$ cat src/rtl/sample_collector.sv
// sample_collector
//   Bus master that sweeps the sample register of each pin controller on the
//   shared addr/data bus at a programmable period. It packs one bit per pin
//   into a 16-bit word and pushes the word into an internal
//   first-word-fall-through FIFO that the host interface drains.
//
//   Optional feature macro: SAMPLE_COLLECTOR_SEQNUM_EN
//     When defined, each sweep pushes a 16-bit sweep sequence number followed
//     by the sample word, and PUSH takes two cycles.
//
// Ports
//   clk, reset        system clock, asynchronous active-high reset
//   start, stop       single-cycle control pulses
//   pin_mask          per-pin enable for each sweep (sampled live)
//   sample_period     cycles between sweep starts (sampled at each reload)
//   clear_overflow    clears the sticky overflow flag
//   bus_addr, bus_rd  bus master address and read strobe (registered)
//   bus_data_in       bus read data; bit 0 is the pin sample
//   fifo_rd           pop request
//   fifo_dout         head FIFO entry, valid while !fifo_empty
//   fifo_empty/full   FIFO status
//   fifo_count        number of entries held
//   overflow          sticky, set when a push is dropped
//   busy              high in every state except IDLE
//
// States
//   IDLE  | waiting for start; bus idle
//   SWEEP | one cycle per pin index, reading masked-in pins
//   PUSH  | write the sample word (and sequence number) to the FIFO
//   WAIT  | wait for the period counter to reach zero

module sample_collector #(
  parameter int NUM_PINS       = 8,
  parameter int FIFO_DEPTH     = 16,
  parameter int SAMPLE_REG_OFS = 7
) (
  input  logic                            clk,
  input  logic                            reset,
  input  logic                            start,
  input  logic                            stop,
  input  logic [NUM_PINS-1:0]             pin_mask,
  input  logic [15:0]                     sample_period,
  input  logic                            clear_overflow,
  output logic [20:0]                     bus_addr,
  output logic                            bus_rd,
  input  logic [15:0]                     bus_data_in,
  input  logic                            fifo_rd,
  output logic [15:0]                     fifo_dout,
  output logic                            fifo_empty,
  output logic                            fifo_full,
  output logic [$clog2(FIFO_DEPTH):0]     fifo_count,
  output logic                            overflow,
  output logic                            busy
);

  localparam int AW = $clog2(FIFO_DEPTH);
  localparam int CW = AW + 1;
  localparam logic [3:0] LAST_IDX = 4'(NUM_PINS - 1);

  typedef enum logic [1:0] {IDLE, SWEEP, PUSH, WAIT} state_t;

  state_t      state;
  logic [3:0]  pin_idx;
  logic [15:0] period_cnt;
  logic        stop_pend;
  logic [15:0] word;

  logic [15:0] mask_ext;
  logic [3:0]  next_idx;
  logic [15:0] reload_val;

  logic        pop_ok;
  logic        push_en;
  logic [15:0] push_data;
  logic        drop;
  int          free_slots;

  logic [15:0] mem [FIFO_DEPTH];
  logic [AW-1:0] wr_ptr;
  logic [AW-1:0] rd_ptr;
  logic [15:0] dout_hold;

  // Only bit 0 of the read data carries the pin sample.
  logic unused_bus_bits;
  assign unused_bus_bits = ^bus_data_in[15:1];

`ifdef SAMPLE_COLLECTOR_SEQNUM_EN
  logic [15:0] seq_num;
  logic        push_phase;
  logic        seq_drop;
`endif

  assign mask_ext   = 16'(pin_mask);
  assign next_idx   = pin_idx + 4'd1;
  // A zero period behaves as one, so sweeps simply run back-to-back.
  assign reload_val = (sample_period == 16'd0) ? 16'd0 : sample_period - 16'd1;

  function automatic logic [20:0] pin_addr(input logic [3:0] i);
    return {9'd0, i, 8'(SAMPLE_REG_OFS)};
  endfunction

  // FIFO write/drop decision for the PUSH state.
  always_comb begin
    pop_ok     = fifo_rd && (fifo_count != '0);
    free_slots = FIFO_DEPTH - int'(fifo_count) + int'(pop_ok);
    push_en    = 1'b0;
    push_data  = word;
    drop       = 1'b0;
    if (state == PUSH) begin
`ifdef SAMPLE_COLLECTOR_SEQNUM_EN
      if (!push_phase) begin
        push_data = seq_num;
        if (free_slots >= 2) push_en = 1'b1;
        else                 drop    = 1'b1;
      end else begin
        push_en = !seq_drop;
      end
`else
      if (free_slots >= 1) push_en = 1'b1;
      else                 drop    = 1'b1;
`endif
    end
  end

  always_ff @(posedge clk or posedge reset) begin
    if (reset) begin
      state      <= IDLE;
      pin_idx    <= 4'd0;
      period_cnt <= 16'd0;
      stop_pend  <= 1'b0;
      word       <= 16'd0;
      bus_addr   <= 21'd0;
      bus_rd     <= 1'b0;
      busy       <= 1'b0;
`ifdef SAMPLE_COLLECTOR_SEQNUM_EN
      seq_num    <= 16'd0;
      push_phase <= 1'b0;
      seq_drop   <= 1'b0;
`endif
    end else begin
      bus_rd   <= 1'b0;
      bus_addr <= 21'd0;
      if (state != IDLE) begin
        period_cnt <= (period_cnt == 16'd0) ? 16'd0 : period_cnt - 16'd1;
        if (stop) stop_pend <= 1'b1;
      end

      case (state)
        IDLE: begin
          if (start && !stop) begin
            state      <= SWEEP;
            busy       <= 1'b1;
            pin_idx    <= 4'd0;
            period_cnt <= reload_val;
            word       <= 16'd0;
            stop_pend  <= 1'b0;
            bus_rd     <= mask_ext[0];
            bus_addr   <= mask_ext[0] ? pin_addr(4'd0) : 21'd0;
`ifdef SAMPLE_COLLECTOR_SEQNUM_EN
            seq_num    <= 16'd0;
            push_phase <= 1'b0;
`endif
          end
        end

        SWEEP: begin
          // bus_rd is registered, so it marks the current pin as masked in.
          if (bus_rd) word[pin_idx] <= bus_data_in[0];
          if (pin_idx == LAST_IDX) begin
            state <= PUSH;
          end else begin
            pin_idx  <= next_idx;
            bus_rd   <= mask_ext[next_idx];
            bus_addr <= mask_ext[next_idx] ? pin_addr(next_idx) : 21'd0;
          end
        end

        PUSH: begin
`ifdef SAMPLE_COLLECTOR_SEQNUM_EN
          if (!push_phase) begin
            push_phase <= 1'b1;
            seq_drop   <= drop;
          end else begin
            push_phase <= 1'b0;
            seq_num    <= seq_num + 16'd1;
`endif
            if (stop_pend || stop) begin
              state     <= IDLE;
              busy      <= 1'b0;
              stop_pend <= 1'b0;
            end else begin
              state <= WAIT;
            end
`ifdef SAMPLE_COLLECTOR_SEQNUM_EN
          end
`endif
        end

        WAIT: begin
          if (stop || stop_pend) begin
            state     <= IDLE;
            busy      <= 1'b0;
            stop_pend <= 1'b0;
          end else if (period_cnt == 16'd0) begin
            state      <= SWEEP;
            pin_idx    <= 4'd0;
            period_cnt <= reload_val;
            word       <= 16'd0;
            bus_rd     <= mask_ext[0];
            bus_addr   <= mask_ext[0] ? pin_addr(4'd0) : 21'd0;
          end
        end

        default: state <= IDLE;
      endcase
    end
  end

  always_ff @(posedge clk or posedge reset) begin
    if (reset) begin
      overflow <= 1'b0;
    end else if (drop) begin
      overflow <= 1'b1;
    end else if (clear_overflow || (start && state == IDLE)) begin
      overflow <= 1'b0;
    end
  end

  always_ff @(posedge clk) begin
    if (push_en) mem[wr_ptr] <= push_data;
  end

  always_ff @(posedge clk or posedge reset) begin
    if (reset) begin
      wr_ptr     <= '0;
      rd_ptr     <= '0;
      fifo_count <= '0;
      dout_hold  <= 16'd0;
    end else begin
      if (push_en) wr_ptr <= wr_ptr + 1'b1;
      if (pop_ok) begin
        rd_ptr    <= rd_ptr + 1'b1;
        dout_hold <= mem[rd_ptr];
      end
      case ({push_en, pop_ok})
        2'b10:   fifo_count <= fifo_count + CW'(1);
        2'b01:   fifo_count <= fifo_count - CW'(1);
        default: fifo_count <= fifo_count;
      endcase
    end
  end

  assign fifo_empty = (fifo_count == '0);
  assign fifo_full  = (fifo_count == CW'(FIFO_DEPTH));
  // While empty, keep showing the entry that was popped last.
  assign fifo_dout  = fifo_empty ? dout_hold : mem[rd_ptr];

endmodule
$ cat config.mk
export PLATFORM = sky130hd
export DESIGN_NAME = sample_collector
export DESIGN_NICKNAME = d
export VERILOG_FILES = /design/src/rtl/sample_collector.sv
export SDC_FILE = /design/constraint.sdc
export NUM_CORES = 1
export LEC_CHECK = 0
export ABC_CLOCK_PERIOD_IN_PS = 12700
export CAP_MARGIN = 20
export CORE_ASPECT_RATIO = 0.5
export CORE_MARGIN = 2
export CORE_UTILIZATION = 63
export DETAILED_ROUTE_END_ITERATION = 12
export DONT_BUFFER_PORTS = 1
export PLACE_DENSITY_LB_ADDON = 0.3
export SLEW_MARGIN = 25
export SYNTH_ARGS = -nofsm -noshare
export SYNTH_HDL_FRONTEND = slang
export SYNTH_SLANG_ARGS = --single-unit
$ cat constraint.sdc
create_clock -name clk -period 12.7 [get_ports clk]
set_clock_uncertainty 0.15 [all_clocks]
set_input_delay 2.54 -clock clk [delete_from_list [all_inputs] [get_ports clk]]
set_output_delay 2.54 -clock clk [all_outputs]
set_load 0.02 [all_outputs]
# Yosys cells after proc, flatten, opt, wreduce, memory -nomap -nowiden
# Memories as Yosys holds them, arrays and structs flattened.
# Index checks and enable logic that the tools add are counted.
[totals]
register_bits = 92
mem_bits_rw = 256
memories = 1
[memory_table]
columns = ["memory", "words", "word_bits", "read_ports", "rd_clocked_by_memory_dff", "write_ports", "line", "text"]
rows = [
  ["mem", 16, 16, 1, 0, 1, "78", "logic [15:0] mem [FIFO_DEPTH];"],
]
[op_classes]
add_sub_neg = 9
magnitude_cmp = 4
n_eq_ne = 15
muxes = 58
reduce_logical = 22
[op_table]
columns = ["operator", "count"]
rows = [
  ["$mux 16", 11],
  ["$pmux 16 s3", 1],
  ["$pmux 12 s3", 1],
  ["$logic_not 16->1", 2],
  ["$pmux 16 s2", 1],
  ["$sub 16x1->16 const B", 2],
  ["$mux 12", 2],
  ["$mux 1", 20],
  ["$bwmux 16", 1],
  ["$mux 4", 4],
  ["$add 4x1->4 const B", 3],
  ["$mux 3", 4],
  ["$ne 2x2->1 const B", 6],
  ["$pmux 4 s3", 1],
  ["$lt 4x5->1 const B", 2],
  ["$mux 2", 5],
  ["$pmux 5 s2", 1],
  ["$reduce_and 5->1", 2],
  ["$pmux 2 s4", 1],
  ["$reduce_bool 2->1", 4],
  ["$add 6x2->7", 1],
  ["$ge 7x2->1 const B", 1],
  ["$eq 2x2->1 const B", 3],
  ["$reduce_and 3->1", 2],
  ["21 further kinds", 27],
]

# Longest topological paths before layout
# Gate-level depths: netlist of the first run.
[depth]
depth_word = 8
ltp_mapped = 25
depth_no_buf = 20

# Least setup slack after synthesis of the first run
# OpenSTA, ideal clock, no wires.
[synth_timing]
path_kind = "input to register"
from = "in fifo_rd"
to = "reg fifo_count[4]"
setup_ns = 0.123
arrival_ns = 6.086
path_slack_ns = 6.341
stages = 18
path_buffers = 3
cell_sequence = "nor2b_1 clkbuf_1 ha_1 ha_1 a311oi_1 o311ai_0 o311ai_2 buf_4 ha_1 clkbuf_1 xor2_1 ha_1 o21a_1 o22a_1 a21oi_1 xor2_1 nor2_1 xnor2_1"
[synth_between]
elab_chain_len = 7
word_cells_on_any_way = 9
classes_between = "add/sub: 1; order compare: 1; eq/ne: 2; mux: 3; reduce/logical: 2"
[synth_lines]
columns = ["element", "line", "text"]
rows = [
  ["from (decl)", "47", "input logic fifo_rd,"],
  ["$logic_and 1x1->1 *", "104", "pop_ok = fifo_rd && (fifo_count != '0);"],
  ["net pop_ok", "72", "logic pop_ok;"],
  ["$add 6x2->7", "105", "free_slots = FIFO_DEPTH - int'(fifo_count) + int'(pop_ok);"],
  ["$ge 7x2->1", "119", "if (free_slots >= 1) push_en = 1'b1;"],
  ["$mux 1", "119", ""],
  ["$mux 1", "109", "if (state == PUSH) begin"],
  ["$eq 2x1->1 / $eq 2x2->1 (equally long branches)", "245", "case ({push_en, pop_ok})"],
  ["$pmux 5 s2 / $reduce_bool 2->1 (equally long branches)", "--", ""],
  ["to (signal assigned)", "246", "2'b10: fifo_count <= fifo_count + CW'(1);"],
  ["to (signal assigned)", "247", "2'b01: fifo_count <= fifo_count - CW'(1);"],
  ["to (signal assigned)", "248", "default: fifo_count <= fifo_count;"],
  ["to (decl)", "51", "output logic [$clog2(FIFO_DEPTH):0] fifo_count,"],
]
# The timed path passes the listed nets; every way through them passes the cells marked *.
# A chain may end at the register's enable or synchronous reset.

# Final worst setup path of the first run
[layout_timing]
from = "reg rd_ptr[0]"
to = "out fifo_dout[12]"
[layout_between]
elab_chain_len = 2
[layout_lines]
columns = ["element", "line", "text"]
rows = [
  ["from (decl)", "80", "logic [AW-1:0] rd_ptr;"],
  ["from (signal assigned)", "242", "rd_ptr <= rd_ptr + 1'b1;"],
  ["$mem_v2 16x16", "--", ""],
  ["$mux 16", "256", "assign fifo_dout = fifo_empty ? dout_hold : mem[rd_ptr];"],
  ["to (decl)", "48", "output logic [15:0] fifo_dout,"],
]
# No other way between the ends.

==> report_table.html, run 1 <==
<table>
<tr><th>Metric</th><th>Value</th></tr>
<tr><th colspan="2">Setup path</th></tr>
<tr><td>Crit path max-delay family</td><td>multiplexers</td></tr>
<tr><td>Category of the worst setup path launch point</td><td>register</td></tr>
<tr><td>Kind of critical path</td><td>reg2out</td></tr>
<tr><td>Most frequent CP cell</td><td>sky130_fd_sc_hd__mux4_2</td></tr>
<tr><td>Reg2Reg Setup Slack</td><td>6990 ps</td></tr>
<tr><td>Worst-path fanout max</td><td>50</td></tr>
<tr><td>Path depth of the worst reg2reg path</td><td>22</td></tr>
<tr><td>Worst flop-to-flop path endpoint</td><td>fifo_count[4]</td></tr>
<tr><td>Arrival time of data at the critical path endpoint</td><td>3400 ps</td></tr>
<tr><td>Crit path max-delay cell type</td><td>sky130_fd_sc_hd__dfrtp_4</td></tr>
<tr><td>Worst path buffer plus inverter count</td><td>1</td></tr>
<tr><td>List of cells traversed by the critical path</td><td>buf_6, mux4_2, mux4_2, mux2_2</td></tr>
<tr><td>Startpoint of the most critical register-to-register path</td><td>fifo_count[1]</td></tr>
<tr><td>Critical path capture point type</td><td>output pin</td></tr>
<tr><td>Worst setup endpoint</td><td>fifo_dout[12]</td></tr>
<tr><td>Start point of the critical path</td><td>rd_ptr[0]</td></tr>
<tr><td>Cell count along the critical path</td><td>4</td></tr>
<tr><td>Max incr delay on CP</td><td>650 ps</td></tr>
<tr><td>Required time of the worst setup path</td><td>10010 ps</td></tr>
<tr><th colspan="2">Clock network</th></tr>
<tr><td># clock sinks</td><td>331</td></tr>
<tr><td>CTS buffer count</td><td>28</td></tr>
<tr><td>Post-CTS Repair Setup Buffers</td><td>0</td></tr>
<tr><td>Hold buffer count at CTS</td><td>0</td></tr>
<tr><td>CTS tree</td><td>done</td></tr>
<tr><td>Clock Latency Late Sink</td><td>560 ps</td></tr>
<tr><td>Resize count post-CTS</td><td>0</td></tr>
<tr><td>Count of H-tree levels built during CTS</td><td>1</td></tr>
<tr><td>Buffer depth of the longest clock path</td><td>3</td></tr>
<tr><td>Register clock-pin slew on the reported worst setup and hold paths</td><td>70 ps</td></tr>
<tr><td>Clock root buffer</td><td>sky130_fd_sc_hd__clkbuf_16</td></tr>
<tr><th colspan="2">Floorplan</th></tr>
<tr><td>Initial core utilization</td><td>0.638</td></tr>
<tr><td>Site Rows</td><td>39</td></tr>
<tr><td>Number of primary I/O pins</td><td>93</td></tr>
<tr><td>Floorplan die height</td><td>111 microns</td></tr>
<tr><td>Die Outline Area</td><td>24300 sq um</td></tr>
<tr><td>Horizontal die dimension</td><td>218 microns</td></tr>
<tr><td>Floorplan core area</td><td>22700 sq um</td></tr>
<tr><th colspan="2">Finish</th></tr>
<tr><td>Number of nets in the final layout</td><td>929</td></tr>
<tr><td>Non-filler instance count after layout</td><td>1187</td></tr>
<tr><td>Layout area overhead</td><td>8.53%</td></tr>
<tr><td>Count of inserted antenna diode cells</td><td>0</td></tr>
<tr><td>Filler Cells Inserted</td><td>1403</td></tr>
<tr><td>Fraction of final layout cells sized beyond drive strength 1</td><td>0.231</td></tr>
<tr><td>Final Util</td><td>0.693</td></tr>
<tr><td>Final std cell area, no fill</td><td>15700 sq um</td></tr>
<tr><th colspan="2">Drt</th></tr>
<tr><td>DRC marker count from the first detailed-route iteration</td><td>816</td></tr>
<tr><td>Via density</td><td>6.63</td></tr>
<tr><td>Post-route DRC</td><td>0</td></tr>
<tr><td>Wirelength, routed</td><td>32600 microns</td></tr>
<tr><td>Count of vias placed by the detailed router</td><td>7866</td></tr>
<tr><td>Post-route antenna net violation count</td><td>0</td></tr>
<tr><td>Number of iterations in the first detailed-routing pass</td><td>5</td></tr>
<tr><td>Wire length per cell</td><td>27.4 microns</td></tr>
<tr><th colspan="2">Synthesis</th></tr>
<tr><td>Parity-gate share of the synthesized area counting xor and xnor cells</td><td>0.0254</td></tr>
<tr><td>Mean Syn Cell Area</td><td>16.9 sq um</td></tr>
<tr><td>Number of flops mapped to enable cells by yosys</td><td>256</td></tr>
<tr><td>Yosys reg bits</td><td>331</td></tr>
<tr><td>Main flop type after synthesis</td><td>sky130_fd_sc_hd__edfxtp_1</td></tr>
<tr><td>Post-synth design cell area</td><td>14500 sq um</td></tr>
<tr><td>Adder and majority gate portion of the synthesized area</td><td>0.0216</td></tr>
<tr><td>Synth Instances</td><td>858</td></tr>
<tr><td>Fraction of the mapped netlist area in compound gates</td><td>0.0475</td></tr>
<tr><td>Fraction of the mapped netlist area in simple logic gates</td><td>0.0601</td></tr>
<tr><td>Largest family of logic cells by synthesized area</td><td>multiplexers</td></tr>
<tr><td>Number of synthesis warnings</td><td>0</td></tr>
<tr><td>Count of cell types in the netlist</td><td>64</td></tr>
<tr><td>Portion of the post-synthesis area used by sequential elements</td><td>0.661</td></tr>
<tr><td>Fraction of registers with async set or reset after synthesis</td><td>0.227</td></tr>
<tr><td>Fraction of synthesized area in multiplexers</td><td>0.156</td></tr>
<tr><th colspan="2">Place</th></tr>
<tr><td>Placement-stage worst setup slack</td><td>6180 ps</td></tr>
<tr><td>Post-detail-place hpwl</td><td>17800 microns</td></tr>
<tr><td>Placed Instances</td><td>1133</td></tr>
<tr><td>Routability Congestion</td><td>0.827</td></tr>
<tr><td>Area of placed instances</td><td>14700 sq um</td></tr>
<tr><td>Port Buf Inserts</td><td>0</td></tr>
<tr><th colspan="2">Global routing</th></tr>
<tr><td>Number of global-route vias before repair</td><td>8018</td></tr>
<tr><td>GR Overflow Total</td><td>0</td></tr>
<tr><td>Aggregate global-route resource usage</td><td>0.278</td></tr>
<tr><td>Met2 capacity usage during global routing</td><td>0.437</td></tr>
<tr><td>Met1 layer usage reported by global route</td><td>0.400</td></tr>
<tr><td>Peak-usage layer in the global routing report</td><td>met2</td></tr>
<tr><td>Wire length of the first global-routing pass</td><td>49500 microns</td></tr>
<tr><td>Initial antenna violation count</td><td>0</td></tr>
<tr><td>Pin count of the biggest net entering global routing</td><td>68</td></tr>
<tr><td>GR Layer Usage met3</td><td>0.0700</td></tr>
<tr><th colspan="2">STA</th></tr>
<tr><td>Final number of max-transition violations</td><td>0</td></tr>
<tr><td>Hold_ws</td><td>354 ps</td></tr>
<tr><td>Final clock period utilization by the worst path</td><td>0.480</td></tr>
<tr><td>Max-Slew Margin vs Limit</td><td>0.274</td></tr>
<tr><td>Final setup margin</td><td>6610 ps</td></tr>
<tr><td>Final setup fails</td><td>0</td></tr>
<tr><td>Worst-margin pin slew</td><td>1090 ps</td></tr>
<tr><td>Hold Violations, Final</td><td>0</td></tr>
<tr><td>Setup total negative slack</td><td>0 ps</td></tr>
<tr><td>Fmax</td><td>0.164 GHz</td></tr>
<tr><td>Final critical path time including I/O delays and setup</td><td>6090 ps</td></tr>
<tr><td>RSZ-0062 raised after global routing</td><td>false</td></tr>
<tr><th colspan="2">Power</th></tr>
<tr><td>Maximum resistive drop on vdd</td><td>0.141 mV</td></tr>
<tr><td>P per Cell Area</td><td>225 nW/um^2</td></tr>
<tr><td>Overall power consumption</td><td>3.53 mW</td></tr>
<tr><td>Leakage Power</td><td>5.33 nW</td></tr>
<tr><th colspan="2">Status</th></tr>
<tr><td>Result of the run</td><td>finished, final reports clean</td></tr>
<tr><th colspan="2">Min path</th></tr>
<tr><td>Class of the worst hold path</td><td>reg2reg</td></tr>
<tr><th colspan="2">Flow run</th></tr>
<tr><td>Max-cap violations</td><td>0</td></tr>
</table>
-- how the worst min path moves through the flow --
stage	end	start	cells past startpoint	slack [ps]
after detailed placement	dout_hold[8]	dout_hold[8]	1	340
after global routing	dout_hold[8]	dout_hold[8]	1	380
after CTS	dout_hold[8]	dout_hold[8]	1	360
after global placement	dout_hold[10]	dout_hold[10]	1	330
after floorplan	dout_hold[10]	dout_hold[10]	1	320
final	dout_hold[8]	dout_hold[8]	1	350
-- kinds of logic after synthesis --
family	count (synthesis)
other	1
buffers and inverters	82
flip-flops	331
AO/OA/AOI/OAI	96
multiplexers	119
AND/OR/NAND/NOR	162
adder cells (fa/ha/maj)	25
XOR/XNOR	42
-- worst register-to-register path, cell delays in order, from the launching register on --
cell	delay, ps
sky130_fd_sc_hd__dfrtp_1	570
sky130_fd_sc_hd__inv_1	160
sky130_fd_sc_hd__ha_1	190
sky130_fd_sc_hd__nor3b_1	310
sky130_fd_sc_hd__ha_1	210
sky130_fd_sc_hd__buf_4	360
sky130_fd_sc_hd__nor2b_2	100
sky130_fd_sc_hd__buf_4	280
sky130_fd_sc_hd__ha_1	300
sky130_fd_sc_hd__ha_1	310
sky130_fd_sc_hd__a311oi_1	260
sky130_fd_sc_hd__o311ai_0	240
sky130_fd_sc_hd__o311ai_2	280
sky130_fd_sc_hd__buf_4	250
sky130_fd_sc_hd__ha_1	390
sky130_fd_sc_hd__xor2_1	120
sky130_fd_sc_hd__ha_1	230
sky130_fd_sc_hd__o21a_1	180
sky130_fd_sc_hd__o22a_1	190
sky130_fd_sc_hd__a21oi_1	170
sky130_fd_sc_hd__xor2_1	160
sky130_fd_sc_hd__nor2_1	70
sky130_fd_sc_hd__xnor2_1	120
-- registers in the layout, indices dropped and copies added, names as in the netlist --
register,flops
bus_addr,5
push_data,16
state,2
period_cnt,16
pin_idx,4
rd_ptr,4
mem,256
busy,1
fifo_count,5
stop_pend,1
wr_ptr,4
overflow,1
dout_hold,16
-- layer usage --
metal | vias up | part of all wire | wire length, microns
li1 | 3325 | - | -
met1 | 4022 | 0.39 | 12600
met2 | 466 | 0.48 | 15700
met3 | 53 | 0.11 | 3620
met4 | 0 | 0.021 | 673
met5 | - | 0 | 0
-- cell usage after synthesis (8+ instances only) --
cell,n,share of area
sky130_fd_sc_hd__xnor2_1,25,0.015
sky130_fd_sc_hd__nand3_1,20,0.0069
sky130_fd_sc_hd__mux4_2,82,0.13
sky130_fd_sc_hd__nor2_1,26,0.0067
sky130_fd_sc_hd__a21o_1,9,0.0047
sky130_fd_sc_hd__dfrtp_1,75,0.13
sky130_fd_sc_hd__buf_2,8,0.0028
sky130_fd_sc_hd__a22o_1,8,0.0048
sky130_fd_sc_hd__and2_1,16,0.0069
sky130_fd_sc_hd__nand2_1,38,0.0099
sky130_fd_sc_hd__nor3_1,14,0.0048
sky130_fd_sc_hd__a21oi_1,13,0.0045
sky130_fd_sc_hd__inv_1,25,0.0065
sky130_fd_sc_hd__o21ai_0,18,0.0062
sky130_fd_sc_hd__xor2_1,17,0.010
sky130_fd_sc_hd__nor4_1,10,0.0043
sky130_fd_sc_hd__buf_4,19,0.0099
sky130_fd_sc_hd__clkbuf_1,24,0.0062
sky130_fd_sc_hd__ha_1,25,0.022
sky130_fd_sc_hd__o22ai_1,15,0.0065
sky130_fd_sc_hd__edfxtp_1,256,0.53
sky130_fd_sc_hd__mux2_2,34,0.026
-- layout make-up --
type	count	area, sq um	share of cell area
clock buffers	37	785	0.0499
clock inverters	15	188	0.0119
inverters	25	95.1	0.00605
multi-input cells	459	4580	0.291
flip-flops and latches	331	9570	0.609
well taps	307	384	0.0244
repair buffers	13	113	0.00717
-- report_power, final --
group	total, mW	switching [mW]	internal [mW]
clock	0.899	0.398	0.501
combinational	1.14	0.621	0.515
sequential	1.50	0.188	1.31
total	3.53	1.21	2.33
-- placed cells by master (no fill, tap or decap), types with 6 or more instances in the layout --
master	synthesis	final
sky130_fd_sc_hd__a21o_1	9	9
sky130_fd_sc_hd__a21oi_1	13	13
sky130_fd_sc_hd__a22o_1	8	8
sky130_fd_sc_hd__and2_1	16	10
sky130_fd_sc_hd__and2_2	0	6
sky130_fd_sc_hd__buf_4	19	10
sky130_fd_sc_hd__clkbuf_16	0	28
sky130_fd_sc_hd__clkinv_2	0	6
sky130_fd_sc_hd__conb_1	1	15
sky130_fd_sc_hd__dfrtp_1	75	72
sky130_fd_sc_hd__edfxtp_1	256	256
sky130_fd_sc_hd__ha_1	25	25
sky130_fd_sc_hd__inv_1	25	24
sky130_fd_sc_hd__mux2_2	34	34
sky130_fd_sc_hd__mux4_2	82	82
sky130_fd_sc_hd__nand2_1	38	38
sky130_fd_sc_hd__nand3_1	20	20
sky130_fd_sc_hd__nor2_1	26	26
sky130_fd_sc_hd__nor3_1	14	14
sky130_fd_sc_hd__nor4_1	10	10
sky130_fd_sc_hd__o21ai_0	18	18
sky130_fd_sc_hd__o22ai_1	15	15
sky130_fd_sc_hd__xnor2_1	25	25
sky130_fd_sc_hd__xor2_1	17	17
(Power assumes the default switching activity.)
==> inputs of run 2 (changes only) <==
Settings changed: ABC_CLOCK_PERIOD_IN_PS 12700 to 5000, CORE_UTILIZATION 63 to 57.
Clock period 12.7 ns to 5 ns, I/O delays scaled along.
==> report_table.html, run 2 (synthesis gave the netlist of run 1 again) <==
<table>
<tr><th>Metric</th><th>Value</th></tr>
<tr><th colspan="2">Drt</th></tr>
<tr><td>Count of vias placed by the detailed router</td><td>7687</td></tr>
<tr><td>Via density</td><td>6.19</td></tr>
<tr><td>Post-route antenna net violation count</td><td>0</td></tr>
<tr><td>Number of iterations in the first detailed-routing pass</td><td>5</td></tr>
<tr><td>Wirelength, routed</td><td>30400 microns</td></tr>
<tr><td>Wire length per cell</td><td>24.5 microns</td></tr>
<tr><td>DRC marker count from the first detailed-route iteration</td><td>660</td></tr>
<tr><td>Post-route DRC</td><td>0</td></tr>
<tr><th colspan="2">Floorplan</th></tr>
<tr><td>Initial core utilization</td><td>0.577</td></tr>
<tr><td>Site Rows</td><td>41</td></tr>
<tr><td>Die Outline Area</td><td>26800 sq um</td></tr>
<tr><td>Horizontal die dimension</td><td>229 microns</td></tr>
<tr><td>Floorplan core area</td><td>25100 sq um</td></tr>
<tr><td>Number of primary I/O pins</td><td>93</td></tr>
<tr><td>Floorplan die height</td><td>117 microns</td></tr>
<tr><th colspan="2">Setup path</th></tr>
<tr><td>Required time of the worst setup path</td><td>5300 ps</td></tr>
<tr><td>Crit path max-delay cell type</td><td>sky130_fd_sc_hd__dfrtp_2</td></tr>
<tr><td>Most frequent CP cell</td><td>sky130_fd_sc_hd__ha_1</td></tr>
<tr><td>Arrival time of data at the critical path endpoint</td><td>4910 ps</td></tr>
<tr><td>Critical path capture point type</td><td>register</td></tr>
<tr><td>Reg2Reg Setup Slack</td><td>390 ps</td></tr>
<tr><td>Start point of the critical path</td><td>fifo_count[1]</td></tr>
<tr><td>Startpoint of the most critical register-to-register path</td><td>fifo_count[1]</td></tr>
<tr><td>List of cells traversed by the critical path</td><td>inv_1, ha_1, nor3b_2, ha_2, nor2b_2, ha_1, ha_1, a311oi_1, o311ai_0, o311ai_2, ha_1, xor2_1, ha_1, o21a_1, o22a_1, a21oi_1, xor2_1, nor2_1, xnor2_1</td></tr>
<tr><td>Category of the worst setup path launch point</td><td>register</td></tr>
<tr><td>Worst-path fanout max</td><td>11</td></tr>
<tr><td>Crit path max-delay family</td><td>adder cells</td></tr>
<tr><td>Worst flop-to-flop path endpoint</td><td>fifo_count[4]</td></tr>
<tr><td>Worst path buffer plus inverter count</td><td>1</td></tr>
<tr><td>Max incr delay on CP</td><td>510 ps</td></tr>
<tr><td>Kind of critical path</td><td>reg2reg</td></tr>
<tr><td>Path depth of the worst reg2reg path</td><td>19</td></tr>
<tr><th colspan="2">Global routing</th></tr>
<tr><td>Aggregate global-route resource usage</td><td>0.232</td></tr>
<tr><td>Wire length of the first global-routing pass</td><td>46000 microns</td></tr>
<tr><td>GR Overflow Total</td><td>0</td></tr>
<tr><td>Initial antenna violation count</td><td>1</td></tr>
<tr><td>Pin count of the biggest net entering global routing</td><td>56</td></tr>
<tr><td>Number of global-route vias before repair</td><td>7706</td></tr>
<tr><th colspan="2">STA</th></tr>
<tr><td>Setup total negative slack</td><td>0 ps</td></tr>
<tr><td>Final clock period utilization by the worst path</td><td>0.921</td></tr>
<tr><td>Max-Slew Margin vs Limit</td><td>0.443</td></tr>
<tr><td>RSZ-0062 raised after global routing</td><td>false</td></tr>
<tr><td>Hold Violations, Final</td><td>0</td></tr>
<tr><td>Fmax</td><td>0.217 GHz</td></tr>
<tr><td>Worst-margin pin slew</td><td>836 ps</td></tr>
<tr><td>Final setup fails</td><td>0</td></tr>
<tr><td>Final critical path time including I/O delays and setup</td><td>4610 ps</td></tr>
<tr><td>Final number of max-transition violations</td><td>0</td></tr>
<tr><th colspan="2">Finish</th></tr>
<tr><td>Fraction of final layout cells sized beyond drive strength 1</td><td>0.244</td></tr>
<tr><td>Max reg flops</td><td>256</td></tr>
<tr><td>Top library cells by usage in the layout, fill and taps aside</td><td>256 x sky130_fd_sc_hd__edfxtp_1, 82 x sky130_fd_sc_hd__mux4_2, 70 x sky130_fd_sc_hd__dfrtp_1</td></tr>
<tr><td>Layout area overhead</td><td>9.97%</td></tr>
<tr><td>Largest register by flop count</td><td>mem</td></tr>
<tr><td>Number of nets in the final layout</td><td>945</td></tr>
<tr><td>Commonest non-fill, non-tap cell in the layout</td><td>sky130_fd_sc_hd__edfxtp_1</td></tr>
<tr><th colspan="2">Status</th></tr>
<tr><td>Result of the run</td><td>finished, final reports clean</td></tr>
<tr><th colspan="2">Power</th></tr>
<tr><td>Overall power consumption</td><td>9.05 mW</td></tr>
<tr><td>Maximum resistive drop on vdd</td><td>0.376 mV</td></tr>
<tr><td>P per Cell Area</td><td>569 nW/um^2</td></tr>
<tr><td>Leakage Power</td><td>5.43 nW</td></tr>
<tr><th colspan="2">Clock network</th></tr>
<tr><td>Buffer depth of the longest clock path</td><td>3</td></tr>
<tr><td>CTS buffer count</td><td>29</td></tr>
<tr><td>Register clock-pin slew on the reported worst setup and hold paths</td><td>70 ps</td></tr>
<tr><td># clock sinks</td><td>331</td></tr>
<tr><td>Count of H-tree levels built during CTS</td><td>1</td></tr>
<tr><td>Post-CTS Repair Setup Buffers</td><td>0</td></tr>
<tr><td>Clock root buffer</td><td>sky130_fd_sc_hd__clkbuf_16</td></tr>
<tr><td>CTS tree</td><td>done</td></tr>
<tr><td>Clock Latency Late Sink</td><td>570 ps</td></tr>
<tr><th colspan="2">Place</th></tr>
<tr><td>Routability Congestion</td><td>0.834</td></tr>
<tr><td>Port Buf Inserts</td><td>0</td></tr>
<tr><td>Post-detail-place hpwl</td><td>18000 microns</td></tr>
<tr><th colspan="2">Min path</th></tr>
<tr><td>Class of the worst hold path</td><td>in2async</td></tr>
<tr><th colspan="2">Flow run</th></tr>
<tr><td>Max-cap violations</td><td>0</td></tr>
</table>
-- run 2: worst max path at each step --
stage	to	slack, ps	cells after the start
floorplan	fifo_count[4]	10	24
global placement	fifo_count[4]	470	19
detailed placement	fifo_count[4]	340	19
CTS	fifo_count[4]	300	19
global route	fifo_count[4]	130	20
finish	fifo_count[4]	390	19
-- run 2: through the flow --
stage / instance area [sq um] / cells / util / hold slack (ps) / setup WS [ps]
finish: 15900 / 1242 / 0.635 / 199 / 395
global route: 15900 / 1241 / 0.635 / 253 / 127
CTS: 15900 / 1241 / 0.635 / 225 / 304
detailed placement: 14900 / 1187 / 0.594 / 340 / 338
global placement: 14900 / 1187 / 0.594 / 334 / 473
floorplan: 14500 / 872 / - / 325 / 10.0
-- run 2: final cells by class --
type                            count  area (sq um)
Sequential cell                   331          9570
Fill cell                        1707          9160
Multi-Input combinational cell    459          4580
Clock buffer                       40           837
Tap cell                          344           430
Timing Repair Buffer               28           223
Clock inverter                     14           179
Inverter                           25          98.8
Antenna cell                        1          2.50
-- run 2: where the power goes --
group	total (mW)	internal (mW)	leakage, nW	switching [mW]
logic	2.88	1.34	1.69	1.54
clock network	2.36	1.34	0.493	1.02
registers	3.82	3.33	3.25	0.490
total	9.05	6.01	5.43	3.04
-- run 2: worst register-to-register path, cell delays in order (launching register included) --
cell	delay, ps
sky130_fd_sc_hd__dfrtp_2	510
sky130_fd_sc_hd__inv_1	110
sky130_fd_sc_hd__ha_1	170
sky130_fd_sc_hd__nor3b_2	230
sky130_fd_sc_hd__ha_2	230
sky130_fd_sc_hd__nor2b_2	50
sky130_fd_sc_hd__ha_1	230
sky130_fd_sc_hd__ha_1	300
sky130_fd_sc_hd__a311oi_1	300
sky130_fd_sc_hd__o311ai_0	270
sky130_fd_sc_hd__o311ai_2	310
sky130_fd_sc_hd__ha_1	420
sky130_fd_sc_hd__xor2_1	120
sky130_fd_sc_hd__ha_1	220
sky130_fd_sc_hd__o21a_1	170
sky130_fd_sc_hd__o22a_1	190
sky130_fd_sc_hd__a21oi_1	170
sky130_fd_sc_hd__xor2_1	150
sky130_fd_sc_hd__nor2_1	60
sky130_fd_sc_hd__xnor2_1	130
-- run 2: routing by layer --
metal	vias to the layer above	wire (microns)	GRT usage
met2	288	14600	0.381
met3	33	2510	0.0549
li1	3365	-	-
met4	0	366	0.0368
met1	4001	12900	0.328
met5	-	0	0
-- run 2: what timing repair did --
item,4_1_cts,5_1_grt
resized for setup,0,2
hold buffers,0,0
setup endpoints to repair,0,1
